--- config.mk ---
export PLATFORM = sky130hd
export DESIGN_NAME = band_recorder
export DESIGN_NICKNAME = d
export VERILOG_FILES = /design/src/rtl/band_recorder.sv
export SDC_FILE = /design/constraint.sdc
export NUM_CORES = 1
export LEC_CHECK = 0
export CORE_ASPECT_RATIO = 2
export CORE_UTILIZATION = 25
export DETAILED_ROUTE_END_ITERATION = 8
export GPL_TIMING_DRIVEN = 0
export PLACE_DENSITY = 0.46
export SLEW_MARGIN = 20
export SYNTH_ARGS = -nofsm -noshare
export SYNTH_HDL_FRONTEND = slang
export SYNTH_SLANG_ARGS = --single-unit
--- constraint.sdc ---
create_clock -name clk -period 5.57 [get_ports clk]
set_input_delay 0.8355 -clock clk [delete_from_list [all_inputs] [get_ports clk]]
set_output_delay 0.8355 -clock clk [all_outputs]
set_load 0.01 [all_outputs]
--- src/rtl/band_recorder.sv ---
// band_recorder: trigger-armed audio capture that streams samples into a BRAM write port
module band_recorder #(
    parameter int MEM_DEPTH  = 4036,
    parameter int ADDR_WIDTH = $clog2(MEM_DEPTH)
) (
    input  logic                  clk,
    input  logic                  rst,
    input  logic [15:0]           sample_in,
    input  logic                  sample_valid,
    input  logic                  start,
    input  logic                  stop,
    input  logic [14:0]           trig_level,
    output logic                  wr_en,
    output logic [ADDR_WIDTH-1:0] wr_addr,
    output logic [15:0]           wr_data,
    output logic                  busy,
    output logic                  done,
    output logic [ADDR_WIDTH:0]   sample_count
);
    localparam logic [ADDR_WIDTH:0] DEPTH = (ADDR_WIDTH + 1)'(MEM_DEPTH);

    typedef enum logic [1:0] {IDLE, ARMED, RECORD, DONE} state_t;

    state_t                state_q, state_d;
    logic [ADDR_WIDTH:0]   cnt_q, cnt_d, cnt_inc;
    logic                  wr_en_q, wr_en_d;
    logic [ADDR_WIDTH-1:0] wr_addr_q, wr_addr_d;
    logic [15:0]           wr_data_q, wr_data_d;
    logic [15:0]           neg;
    logic [14:0]           mag;
    logic                  trig, accept;

    always_comb begin
        neg     = -sample_in;
        // only -32768 negates to a value with bit 15 still set; saturate it
        mag     = ~sample_in[15] ? sample_in[14:0] : neg[15] ? 15'h7fff : neg[14:0];
        trig    = mag >= trig_level;
        cnt_inc = cnt_q + 1'b1;
        state_d = state_q;
        cnt_d   = cnt_q;
        accept  = 1'b0;
        case (state_q)
            IDLE, DONE: begin
                if (start) begin
                    state_d = ARMED;
                    cnt_d   = '0;
                end
            end
            ARMED: begin
                if (stop) begin
                    state_d = IDLE;
                end else if (sample_valid && trig) begin
                    accept  = 1'b1;
                    cnt_d   = cnt_inc;
                    state_d = (cnt_inc == DEPTH) ? DONE : RECORD;
                end
            end
            RECORD: begin
                if (sample_valid) begin
                    accept = 1'b1;
                    cnt_d  = cnt_inc;
                end
                if (stop || (sample_valid && cnt_inc == DEPTH)) state_d = DONE;
            end
        endcase
        wr_en_d   = accept;
        wr_addr_d = accept ? cnt_q[ADDR_WIDTH-1:0] : wr_addr_q;
        wr_data_d = accept ? sample_in : wr_data_q;
    end

    always_ff @(posedge clk or posedge rst) begin
        if (rst) begin
            state_q   <= IDLE;
            cnt_q     <= '0;
            wr_en_q   <= 1'b0;
            wr_addr_q <= '0;
            wr_data_q <= '0;
        end else begin
            state_q   <= state_d;
            cnt_q     <= cnt_d;
            wr_en_q   <= wr_en_d;
            wr_addr_q <= wr_addr_d;
            wr_data_q <= wr_data_d;
        end
    end

    assign wr_en        = wr_en_q;
    assign wr_addr      = wr_addr_q;
    assign wr_data      = wr_data_q;
    assign sample_count = cnt_q;
    assign busy         = (state_q == ARMED) || (state_q == RECORD);
    assign done         = state_q == DONE;
endmodule
# == Word-level counts from Yosys, hierarchy flattened ==
# Cells that the tools add are included.
# classes
eq_ne,10
reduce_logical,8
bitwise,0
magnitude_cmp,1
n_div,0
muxes,17
shifts,0
add_sub_neg,2
mul,0
# op_table
op,count
13-bit two-way mux,4
13-bit one-hot mux with 3 select lines,1
15-bit two-way mux,2
16-bit negator,1
15-bit >= comparator,1
"13-bit by 1-bit adder with 13-bit output, second input constant",1
"13-bit by 12-bit == test with 1-bit output, second input constant",1
"2-bit != test, second input constant",5
2-bit two-way mux,4
2-bit one-hot mux with 3 select lines,1
"2-bit == test, second input constant",2
1-bit two-way mux,4
4-bit AND reduction,1
"3-bit != test, second input constant",1
3-bit AND reduction,1
"2-bit by 1-bit == test with 1-bit output, second input constant",1
1-bit logical AND,2
2-bit zero test,1
1-bit logical OR,2
1-bit one-hot mux with 2 select lines,1
2-bit OR reduction,1
# word_totals
latch_bits,0
out_inout_bits,44
wordCells,43
rom_bits,0
mem_count,0
inputBits,36
ff_bits,44
ramBits,0

# == Longest topological paths before layout ==
# logic_depth
word_depth,8
ltp_mapped,16
depth_no_buf,14

# == Worst setup path before layout ==
# OpenSTA, ideal clock, no wires.
# synth_path
path_kind,input to register
startpoint,input sample_in[6]
endpoint,register wr_addr_q[11] (netlist: wr_addr[11])
path_stages,16
required_ps,5445
setup_slack_ps,1312
t_arrival_ps,4133
path_buffers,3
setup_time_ps,125
path_cell_list,or4_1 -> or2_4 -> nor4_4 -> nand3_2 -> buf_2 -> nand2_1 -> ha_1 -> and3_1 -> a221o_1 -> a21oi_1 -> o21a_2 -> nor2b_1 -> o211ai_2 -> buf_6 -> buf_12 -> mux2_4
# synth_via
elab_chain_len,8
# synth_rtl
element,line_no,text
from (decl),8,"input logic [15:0] sample_in,"
16-bit negator,34,neg = -sample_in;
15-bit two-way mux,36,mag = ~sample_in[15] ? sample_in[14:0] : neg[15] ? 15'h7fff : neg[14:0];
15-bit two-way mux (*),36,
15-bit >= comparator (*),37,trig = mag >= trig_level;
1-bit logical AND (*),52,end else if (sample_valid && trig) begin
1-bit two-way mux (*),52,
1-bit two-way mux (*),50,if (stop) begin
1-bit one-hot mux with 2 select lines (*),42,case (state_q)
to (signal assigned),82,wr_addr_q <= wr_addr_d;
to (decl),27,"logic [ADDR_WIDTH-1:0] wr_addr_q, wr_addr_d;"
# Every way passes the cells marked *; elsewhere a longest branch is shown, timed or not.
# A chain may end at the register's enable or synchronous reset.

# == Final worst setup path ==
# layout_path
startpoint,input sample_in[6]
endpoint,register wr_data_q[6] (netlist: wr_data[6])
# layout_via
elab_chain_len,8
# layout_rtl
element,line_no,text
16-bit negator,34,
15-bit two-way mux (2 in series),36,
15-bit >= comparator,37,
1-bit logical AND,52,
1-bit two-way mux,52,
1-bit two-way mux,50,
1-bit one-hot mux with 2 select lines,42,
to (signal assigned),83,wr_data_q <= wr_data_d;
to (decl),28,"logic [15:0] wr_data_q, wr_data_d;"
# Parallel ways exist; a longest one is shown, timed or not.

==> run summary <==
The final total power is 1.48 mW. The clock buffer count from CTS is 5. The compound-gate portion of the synthesized area came out at 17.2%. The number of cells on the worst reg-to-reg path is 9. Yosys instantiated no cell more often than sky130_fd_sc_hd__dfrtp_1. The worst IR drop on VDD came out at 0.000145 V. The initial antenna violation count is 0. The leakage power of the design came out at 1.83 nW. After synthesis, the largest family of logic cells by area is compound AO/OA/AOI/OAI gates. The number of core rows is 55. The count of final max-slew check failures was 0. The root buffer cell chosen for the clock tree is sky130_fd_sc_hd__clkbuf_16. The part of the cycle the worst path needs is 90.1%. The die footprint is 12300 µm². The number of hold violations in the final report is 0. The max-capacitance violation count came out at 0. The sequential area share after synthesis came out at 37.4%.

Ranked by instance count, the synthesized netlist is headed by sky130_fd_sc_hd__dfrtp_1, sky130_fd_sc_hd__nand2_1, sky130_fd_sc_hd__inv_1. The total length of routed wires came out at 8370 µm. The number of antenna cells inserted is 0. The count of hold-fix buffers inserted at cts came out at 0. The remaining antenna violation count after routing is 0.

The run finished with clean final reports. Of all flip-flops after synthesis, the portion carrying an async set or reset was 100%. The average instance in the mapped netlist occupies 9.70 µm².

The clock latency at the later pin of the worst-skew pair came out at 0.29 ns. The cell count after placement came out at 525. The clock tree from TritonCTS is built. The total via count in the routed design is 2519. The worst setup path is of the input port to flop kind.

The count of buffers added on input and output ports is 78. The signed area change from the synthesized netlist to the final layout came out at 38.8%. Summing every instance area after synthesis gives 2950 µm².

The remaining routing DRC violations is 0. The most used flip-flop cell after synthesis is sky130_fd_sc_hd__dfrtp_1. Counting along the longest clock path gives a buffer depth of 2. The number of global-route vias before repair came out at 2639. The placeable core area is 11400 µm². The number of nets in the layout is 447. The worst slew margin relative to its limit is 66.2%. For this configuration, the core starts out at a cell density of 25.8%. Between clock sinks in the finished design, the worst skew comes to 0.00757 ns. The maximum clock rate came out at 0.199 GHz. The count of cells resized by post-cts repair came out at 0. Counting distinct cell types in the post-synthesis netlist gives 51. In the final layout, the share of cells above drive strength 1 is 14.3%. The xor-xnor portion of the synthesized cell area came out at 3.86%. The portion of synthesized cell area occupied by the leading cell type is 37.4%. The actual transition at the worst max-transition pin is 0.507 ns. The smallest clock period supported by the final layout is computed as 5.02 ns.

Pin placement for this block handled 80 I/O pins. The basic-gate share of the synthesized area counting and, or, nand and nor cells is 13.6%. The global-route wire length before repair is 13400 µm. The smallest hold slack is 0.508 ns. The weighted congestion at the end of routability-driven global placement came out at 0.799. The sink count of the clock tree came out at 44. In this run the critical register-to-register path is captured at state_q[0]. The total nets after synthesis is 361. For this design the ratio of total power to cell area is 363 nW/µm². Setup repair after global routing left no endpoint under its margin. The top cell type by total area after synthesis is sky130_fd_sc_hd__dfrtp_1. The capture endpoint of the worst hold path is wr_addr[2]. The ratio of routed vias to standard cells is 4.73.

The routed length per placed instance came out at 15.7 µm. The number of iterations in the first detailed-routing pass came out at 4. The number of enable flip-flop cells after synthesis is 0. The worst setup path is launched from an input port. Entering global routing, the biggest net connects 29 pins. Setup violations remaining at the end of the flow were counted as 0. The maximum level of the CTS H-tree came out at 2.

The synthesized design contains 44 register bits. Ranked by total cell area, the synthesized netlist is headed by sky130_fd_sc_hd__dfrtp_1, sky130_fd_sc_hd__ha_1, sky130_fd_sc_hd__mux2_2. The number of standard cells in the final layout excluding fillers came out at 533. The number of warning messages in the yosys log is 0.

The number of buffers inserted by post-CTS setup repair is 0. The area of all placed cells without fillers came out at 4090 µm². In this run the cell area measured after placement is 3930 µm².

The worst register-to-register path begins at sample_count[0]. The detailed placement HPWL is 6760 µm. The data arrival time at the worst-slack endpoint came out at 5.18 ns. The starting DRC count in detailed routing is 84. Setup slack on the worst reg-to-reg path comes out at 3.29 ns. The setup TNS came out at 0 ns. The vertical die dimension came out at 156 µm. The path class of the tightest hold or removal check is flop to flop.

The width of the die came out at 78.8 µm. For this run, the total global-route usage over all layers was measured as 14.4%. The portion of netlist area occupied by mux cells came out at 12.2%. At the worst endpoint, the required time is 5.73 ns. Clock-pin slew was measured on the worst setup and hold paths at 0.06 ns. The global-route congestion overflow total came out at 0. The synthesized-area fraction occupied by adder cells came out at 8.91%.

The peak fanout along the critical path is 10. The hold path startpoint is wr_addr[2]. STA classifies the critical path endpoint as a flop. The hold path depth is 1. The cell count after synthesis is 304.
[power by group]
part           total (mW)  switching [mW]  leakage (nW)  internal (mW)
combinational       0.689           0.325          1.17          0.364
clock               0.330           0.120        0.0808          0.211
sequential          0.464          0.0573         0.576          0.407
[worst max-delay path by stage]
stage / end / cells past startpoint / slack [ns] / start
finish: wr_data[6] / 17 / 0.55 / sample_in[6]
global route: sample_count[7] / 16 / 0.26 / sample_in[6]
CTS: wr_data[5] / 17 / 0.52 / sample_in[6]
detailed placement: wr_data[5] / 17 / 0.23 / sample_in[6]
global placement: wr_data[5] / 17 / 0.26 / sample_in[6]
floorplan: wr_addr[11] / 16 / 1.31 / sample_in[6]
[critical path: stages]
cell,delay (ns)
sky130_fd_sc_hd__clkdlybuf4s50_1,0.53
sky130_fd_sc_hd__or4_1,0.60
sky130_fd_sc_hd__or2_4,0.28
sky130_fd_sc_hd__nor4_4,0.41
sky130_fd_sc_hd__nand3_2,0.16
sky130_fd_sc_hd__buf_2,0.23
sky130_fd_sc_hd__nand2_1,0.08
sky130_fd_sc_hd__ha_1,0.24
sky130_fd_sc_hd__and3_1,0.19
sky130_fd_sc_hd__a221o_1,0.34
sky130_fd_sc_hd__a21oi_1,0.15
sky130_fd_sc_hd__o21a_2,0.20
sky130_fd_sc_hd__nor2b_1,0.07
sky130_fd_sc_hd__o211ai_2,0.17
sky130_fd_sc_hd__buf_6,0.21
sky130_fd_sc_hd__buf_12,0.17
sky130_fd_sc_hd__mux2_4,0.30
[per-stage QoR]
stage | util [%] | setup slack [ns]
floorplan | - | 1.31
global placement | 34.2 | 0.265
detailed placement | 34.4 | 0.225
CTS | 35.8 | 0.522
global route | 35.8 | 0.261
finish | 35.8 | 0.554
[cells by family (layout without fill, tap and decap cells)]
kind of cell | count (synthesis) | count (layout)
compound gates | 77 | 77
simple gates | 77 | 77
flops | 44 | 44
buf+inv | 43 | 130
mux | 29 | 29
fa+ha+maj | 21 | 21
xor+xnor | 13 | 13
[layout by cell type, fill, tap and decap left out, types with 2 or more instances in the layout]
master                            Yosys  routed
sky130_fd_sc_hd__a21boi_0             2       2
sky130_fd_sc_hd__a21o_1               3       3
sky130_fd_sc_hd__a21oi_1             13      13
sky130_fd_sc_hd__a31oi_1              6       6
sky130_fd_sc_hd__and3_1               3       3
sky130_fd_sc_hd__buf_12               1       2
sky130_fd_sc_hd__buf_2                3       3
sky130_fd_sc_hd__buf_4                4       4
sky130_fd_sc_hd__clkbuf_1             8       9
sky130_fd_sc_hd__clkbuf_16            0       5
sky130_fd_sc_hd__clkdlybuf4s50_1      0      78
sky130_fd_sc_hd__dfrtp_1             44      44
sky130_fd_sc_hd__ha_1                21      21
sky130_fd_sc_hd__inv_1               26      25
sky130_fd_sc_hd__mux2_2              19      19
sky130_fd_sc_hd__mux2_4               9       9
sky130_fd_sc_hd__nand2_1             30      30
sky130_fd_sc_hd__nand2b_1             2       2
sky130_fd_sc_hd__nand3_1              9       9
sky130_fd_sc_hd__nor2_1              13      13
sky130_fd_sc_hd__nor2b_1              4       4
sky130_fd_sc_hd__nor3_1               3       3
sky130_fd_sc_hd__nor4_1               2       2
sky130_fd_sc_hd__o211ai_1             2       2
sky130_fd_sc_hd__o21ai_0             24      24
sky130_fd_sc_hd__o31ai_1             13      13
sky130_fd_sc_hd__o41ai_1              3       3
sky130_fd_sc_hd__xnor2_1              3       3
sky130_fd_sc_hd__xor2_1              10      10
[registers in the layout (all words and copies together), names as in the netlist]
signal and cells:
wr_en 1, sample_count 13, wr_data 16, wr_addr 12, state_q 2
[layer usage]
layer	part of all wire (%)	up-vias	track usage (%)
li1	-	1251	-
met1	35	1196	13.9
met2	59	65	29.4
met3	4.1	7	2.11
met4	1.4	0	5.03
met5	0	-	0
[cell type report]
cell class | instances | area, µm²
fill | 1178 | 7330
buffer | 17 | 106
inverter | 26 | 97.6
timing repair buffer | 79 | 801
sequential | 44 | 1100
clock inverter | 2 | 35.0
clock buffer | 6 | 129
multi-input combinational | 217 | 1640
tap | 142 | 178
No activity file was read; power rests on OpenSTA's default activity.
